$ cat src/rtl/serial_subtractor.sv
// Bit-serial subtractor: {bout, diff} = a - b - bin, one bit per clock, LSB first,
// with a start/busy/done handshake toward a controlling FSM.
module serial_subtractor #(
  parameter int WIDTH = 8
) (
  input  logic             clk,
  input  logic             rst,
  input  logic             start,
  input  logic [WIDTH-1:0] a,
  input  logic [WIDTH-1:0] b,
  input  logic             bin,
  output logic             busy,
  output logic             done,
  output logic [WIDTH-1:0] diff,
  output logic             bout
);

  localparam int CW = (WIDTH > 2) ? $clog2(WIDTH) : 1;
  localparam logic [CW-1:0] LAST_BIT = CW'(WIDTH - 1);

  typedef enum logic [1:0] {IDLE, RUN, DONE} state_t;

  state_t           state_q, state_d;
  logic [WIDTH-1:0] a_q, a_d;
  logic [WIDTH-1:0] b_q, b_d;
  logic [WIDTH-1:0] res_q, res_d;
  logic [WIDTH-1:0] diff_q, diff_d;
  logic [CW-1:0]    cnt_q, cnt_d;
  logic             br_q, br_d;
  logic             busy_q, busy_d;
  logic             done_q, done_d;
  logic             bout_q, bout_d;

  // Full-subtractor cell on the current LSBs of the operand shift registers.
  logic bit_diff;
  logic bit_borrow;
  assign bit_diff   = a_q[0] ^ b_q[0] ^ br_q;
  assign bit_borrow = (~a_q[0] & b_q[0]) | (~(a_q[0] ^ b_q[0]) & br_q);

  always_comb begin
    state_d = state_q;
    a_d     = a_q;
    b_d     = b_q;
    res_d   = res_q;
    diff_d  = diff_q;
    cnt_d   = cnt_q;
    br_d    = br_q;
    bout_d  = bout_q;
    busy_d  = 1'b0;
    done_d  = 1'b0;

    case (state_q)
      RUN: begin
        a_d    = a_q >> 1;
        b_d    = b_q >> 1;
        res_d  = {bit_diff, res_q[WIDTH-1:1]};
        br_d   = bit_borrow;
        cnt_d  = cnt_q + 1'b1;
        busy_d = 1'b1;
        if (cnt_q == LAST_BIT) begin
          // The last bit lands on this same edge, so publish from the next-state values.
          state_d = DONE;
          cnt_d   = '0;
          busy_d  = 1'b0;
          done_d  = 1'b1;
          diff_d  = {bit_diff, res_q[WIDTH-1:1]};
          bout_d  = bit_borrow;
        end
      end
      default: begin
        if (start) begin
          state_d = RUN;
          a_d     = a;
          b_d     = b;
          br_d    = bin;
          res_d   = '0;
          cnt_d   = '0;
          busy_d  = 1'b1;
        end else begin
          state_d = IDLE;
        end
      end
    endcase
  end

  always_ff @(posedge clk) begin
    if (rst) begin
      state_q <= IDLE;
      a_q     <= '0;
      b_q     <= '0;
      res_q   <= '0;
      diff_q  <= '0;
      cnt_q   <= '0;
      br_q    <= 1'b0;
      bout_q  <= 1'b0;
      busy_q  <= 1'b0;
      done_q  <= 1'b0;
    end else begin
      state_q <= state_d;
      a_q     <= a_d;
      b_q     <= b_d;
      res_q   <= res_d;
      diff_q  <= diff_d;
      cnt_q   <= cnt_d;
      br_q    <= br_d;
      bout_q  <= bout_d;
      busy_q  <= busy_d;
      done_q  <= done_d;
    end
  end

  assign busy = busy_q;
  assign done = done_q;
  assign diff = diff_q;
  assign bout = bout_q;

endmodule

$ cat config.mk
export PLATFORM = sky130hd
export DESIGN_NAME = serial_subtractor
export DESIGN_NICKNAME = d
export VERILOG_FILES = /design/src/rtl/serial_subtractor.sv
export SDC_FILE = /design/constraint.sdc
export NUM_CORES = 1
export LEC_CHECK = 0
export CORE_UTILIZATION = 25
export CTS_CLUSTER_DIAMETER = 200
export CTS_CLUSTER_SIZE = 30
export DETAILED_ROUTE_END_ITERATION = 8
export GPL_ROUTABILITY_DRIVEN = 0
export PLACE_DENSITY = 0.41
export SLEW_MARGIN = 0
export SYNTH_ARGS = -nofsm -noshare
export SYNTH_HDL_FRONTEND = slang
export SYNTH_SLANG_ARGS = --single-unit
export TNS_END_PERCENT = 5
$ cat constraint.sdc
create_clock -name clk -period 2 [get_ports clk]
set_clock_uncertainty 0.15 [all_clocks]
set_input_delay 0.4 -clock clk [delete_from_list [all_inputs] [get_ports clk]]
set_output_delay 0.4 -clock clk [all_outputs]
set_load 0.01 [all_outputs]
# After elaboration in Yosys (flattened, before gate mapping)
# Index checks and enable logic that the tools add are counted.
# totals
reg_bits	41
word_cells	46
# op_classes
n_addsub	1
eq_ne	3
muxes	18
n_bitwise	8
reduce_logical	4
# op_table
operator	count
two-way mux 7 bit	4
two-way mux 8 bit	2
two-way mux 3 bit	3
two-way mux 1 bit	7
two-way mux 2 bit	2
OR reduction 2 bit	2
adder 3 x 1 -> 3 bit (second input constant)	1
equality test 3 bit (second input constant)	1
inverter 1 bit	3
bitwise AND 1 bit	2
equality test 2 x 1 -> 1 bit (second input constant)	1
inequality test 2 bit (second input constant)	1
AND reduction 2 bit	1
nonzero test 2 bit	1
XOR 1 bit	2
bitwise OR 1 bit	1

# Longest topological paths before layout
# logic_depth
word_depth	5
depth_mapped	6
depth_no_buf	5

# Least setup slack after synthesis
# Ideal clock, no wire load.
# synth_path
kind	register to register
startpoint	register cnt_q[0]
endpoint	register bout_q, in the netlist bout
setup_time_ns	0.087
t_arrival_ns	1.211
t_required_ns	1.763
slack_ns	0.552
path_stages_with_launch	6
n_path_buf	1
period_less_slack_ns	1.448
cell_sequence	dfxtp_1 -> ha_1 -> ha_1 -> and3b_1 -> buf_2 -> a211oi_1
# synth_via
elab_chain_len	2
# synth_lines
item	line	rtl
start: declaration	28	logic [CW-1:0] cnt_q, cnt_d;
start signal: assignment	104	cnt_q <= cnt_d;
equality test 3 bit	60	if (cnt_q == LAST_BIT) begin
AND reduction 2 bit (no source line)	--	
end signal: assignment	106	bout_q <= bout_d;
end: declaration	32	logic bout_q, bout_d;
# Every way passes these cells.
# A chain may end at the register's enable or synchronous reset.

# Final worst setup path
# layout_path
startpoint	register bout_q, in the netlist bout
endpoint	output bout
# layout_rtl
item	line	rtl
end: declaration	15	output logic bout
# No word-level cell between the ends.

==> flow_summary_export.csv <==
group,metric,value,unit
outcome,run_status,"finished, violations left",
outcome,violations,"design-rule violations",
setup_path,crit_chain,"clkdlybuf4s50_1",
global_route,grt_use_total,11.6,%
routing,routedWlPerCell,12.8,µm
timing,finalSetupTns,0,ns
placed_design,numPortBuffers,30,
final_layout,nNetsFinal,244,
placed_design,dp_hpwl,2.45,mm
routing,vias,1346,
timing,fin_crit,1.71,ns
setup_path,path_max_fanout,2,
power,power.switching,0.000421,W
final_layout,drive_gt1_share,15.8,%
setup_path,path_class,"flop to primary output",
power,seqPwrFrac,49.3,%
routing,drt_iter0_drc,43,
routing,routed_wl,3.82,mm
setup_path,end_kind,"primary output",
synth,ys_seq_area_share,47.0,%
synth,synth_edf_count,0,
floorplanning,start_util,26.4,%
setup_path,worstPathArrival,1.16,ns
floorplanning,rows,29,
final_layout,syn_to_final_growth,28.4,%
floorplanning,core,6460,µm²
placed_design,dpl.cell_count,290,
global_route,grt_pass1_wl,6.34,mm
final_layout,antenna_cells,0,
clocking,cts_tree,"done",
floorplanning,die_w,84.5,µm
synth,ys_types,26,
timing,worstMarginPinSlew,0.414,ns
clocking,clk_latency,0.29,ns
global_route,overflow,0,
timing,slew_headroom,72.4,%
synth,yosysWarnings,0,
routing,drc,6,
synth,synthFlopType,"dfxtp_1",
timing,max_freq,584,MHz
routing,ant_nets,0,
synth,synth_nets,214,
synth,ys_top_cells_by_area,"dfxtp_1 47%, a211oi_2 11%, a21oi_1 9.1%",
clocking,cts_buffers,5,
timing,hold_viol_final,0,
synth,ys_seq_elements,40,
flow_run,drv_cap,0,
synth,synthCells,190,
power,pwr-share-comb,12.3,%
power,internal-power,0.00130,W
global_route,antenna_found_initial,0,
floorplanning,boundaryPins,31,
power,pwr_density_cell,788,nW/µm²
global_route,grt_max_degree,41,
clocking,path_clk_slew,0.08,ns
routing,first_pass_iters,6,
setup_path,cp.buffers_inverters,1,
setup_path,cp_slowest_stage_delay,0.53,ns
synth,synth_top_area_share,47.0,%
power,p_clk_share,38.4,%
routing,via_per_inst,4.52,
floorplanning,die_h,84.5,µm
final_layout,finalNonFillerCells,298,
clocking,htree_levels,2,
clocking,postCtsSetupBuffers,0,
setup_path,cp.required,1.45,ns
power,netSwitchingFraction,24.4,%
timing,slew_viol_final,0,
clocking,cts_sinks,40,
setup_path,cp_slowest_cell,"clkdlybuf4s50_1",
timing,final-setup-viol-count,0,
timing,rsz0062_at_grt,"no",
synth,async_flop_share,0,%
synth,yosys.area.top_type,"dfxtp_1",
setup_path,critPathLaunchType,"flop",
power,ir_drop,0.000283,V
clocking,postCtsResizedCells,0,
timing,period_share,85.6,%
clocking,cts-hold-fix-buffers,0,
synth,syn_area_per_cell,8.96,µm²
setup_path,path_delay_family,"buffers and inverters",
power,leakagePower,0.795,nW
floorplanning,die-area,7150,µm²
global_route,grt_pass1_vias,1262,
clocking,clock-root-buffer,"clkbuf_8",
hold_path,hold_class,"flop to flop",
clocking,clk_path_buf_depth,2,
synth,syn-cell-area,1700,µm²
## cells by family after synthesis
family | after synthesis | share of synthesized area, %
and+or+nand+nor | 76 | 19.4
muxes | 3 | 1.76
buffers and inverters | 18 | 6.61
adders and majority gates | 4 | 3.38
DFF | 40 | 47.0
AOI/OAI and AO/OA | 49 | 21.8
## power by group through the flow
| stage | logic (W) | registers (W) | clock network (W) |
|---|---|---|---|
| floorplan | 0.000144 | 0.000864 | 0 |
| global placement | 0.000216 | 0.000868 | 0 |
| detailed placement | 0.000215 | 0.000868 | 0 |
| CTS | 0.000216 | 0.000850 | 0.000688 |
| global route | 0.000236 | 0.000855 | 0.000721 |
| finish | 0.000212 | 0.000849 | 0.000662 |
## worst paths after layout
kind,start,endpoint,slack [ns],cells after the start
hold / removal,diff[0]$_SDFFE_PP0P_,diff[0]$_SDFFE_PP0P_,0.31,2
hold reg to reg,diff[0]$_SDFFE_PP0P_,diff[0]$_SDFFE_PP0P_,0.31,2
setup / recovery,bout$_SDFFE_PP0P_,bout,0.29,1
setup reg to reg,cnt_q[0]$_SDFFE_PP0P_,bout$_SDFFE_PP0P_,0.35,5
## tightest hold or removal path, stage by stage, from the launching register on
cell and delay [ns]:
dfxtp_1 0.31, nand2_1 0.05, a21oi_1 0.05
## cells in the mapped netlist, types with 3 or more instances
master    count
buf_2         3
buf_4         5
dfxtp_1      40
nor2_1       19
mux2i_1       3
nand3_1       9
a21oi_1      31
nand2_1      40
a211oi_2     15
buf_6         3
ha_1          3
## layout by cell type (no fill, tap or decap)
cell type	count
nand2_1	40
dfxtp_1	40
a21oi_1	31
clkdlybuf4s50_1	29
nor2_1	19
a211oi_2	15
nand3_1	9
buf_4	6
clkbuf_8	5
mux2i_1	3
ha_1	3
inv_1	2
nor3_2	2
buf_12	2
nand2b_1	1
inv_2	1
and2b_1	1
and3b_1	1
nand3b_1	1
a221oi_2	1
nor3_1	1
a211oi_1	1
nor4b_1	1
a31oi_1	1
fa_1	1
clkbuf_1	1
clkinv_2	1
bufinv_16	1
buf_2	1
## sequential cells by signal, summed over array words and instances (netlist names)
register  count
bout          1
br_q          1
diff          8
state_q       2
cnt_q         3
b_q           8
res_q         7
a_q           8
busy          1
done          1
## routing by layer
metal  track usage, %  part of all wire, %  vias to the layer above
met3             3.64                  4.2                        6
met2             17.2                   44                       24
li1                 -                    -                      706
met5                0                    0                        -
met4             5.55                  1.9                        0
met1             15.3                   50                      610
## layout make-up
class                   count  area, µm²
multi-input cells         132        790
repair buffers             38        380
flip-flops and latches     40        801
inverters                   3       11.3
well taps                  77       96.3
clock buffers               6       72.6
clock inverters             2       35.0
fillers                   724       4270
## through the flow
stage / setup slack, ns / instance area (µm²) / utilization [%] / hold slack, ns / total power (W)
2_1_floorplan: 0.552 / 1700 / - / 0.282 / 0.00101
3_3_place_gp: 0.299 / 2080 / 32.2 / 0.293 / 0.00108
3_5_place_dp: 0.269 / 2080 / 32.2 / 0.301 / 0.00108
4_1_cts: 0.267 / 2190 / 33.8 / 0.313 / 0.00175
5_1_grt: 0.110 / 2190 / 33.8 / 0.338 / 0.00181
6_report: 0.288 / 2190 / 33.8 / 0.308 / 0.00172
(Power assumes the default switching activity.)
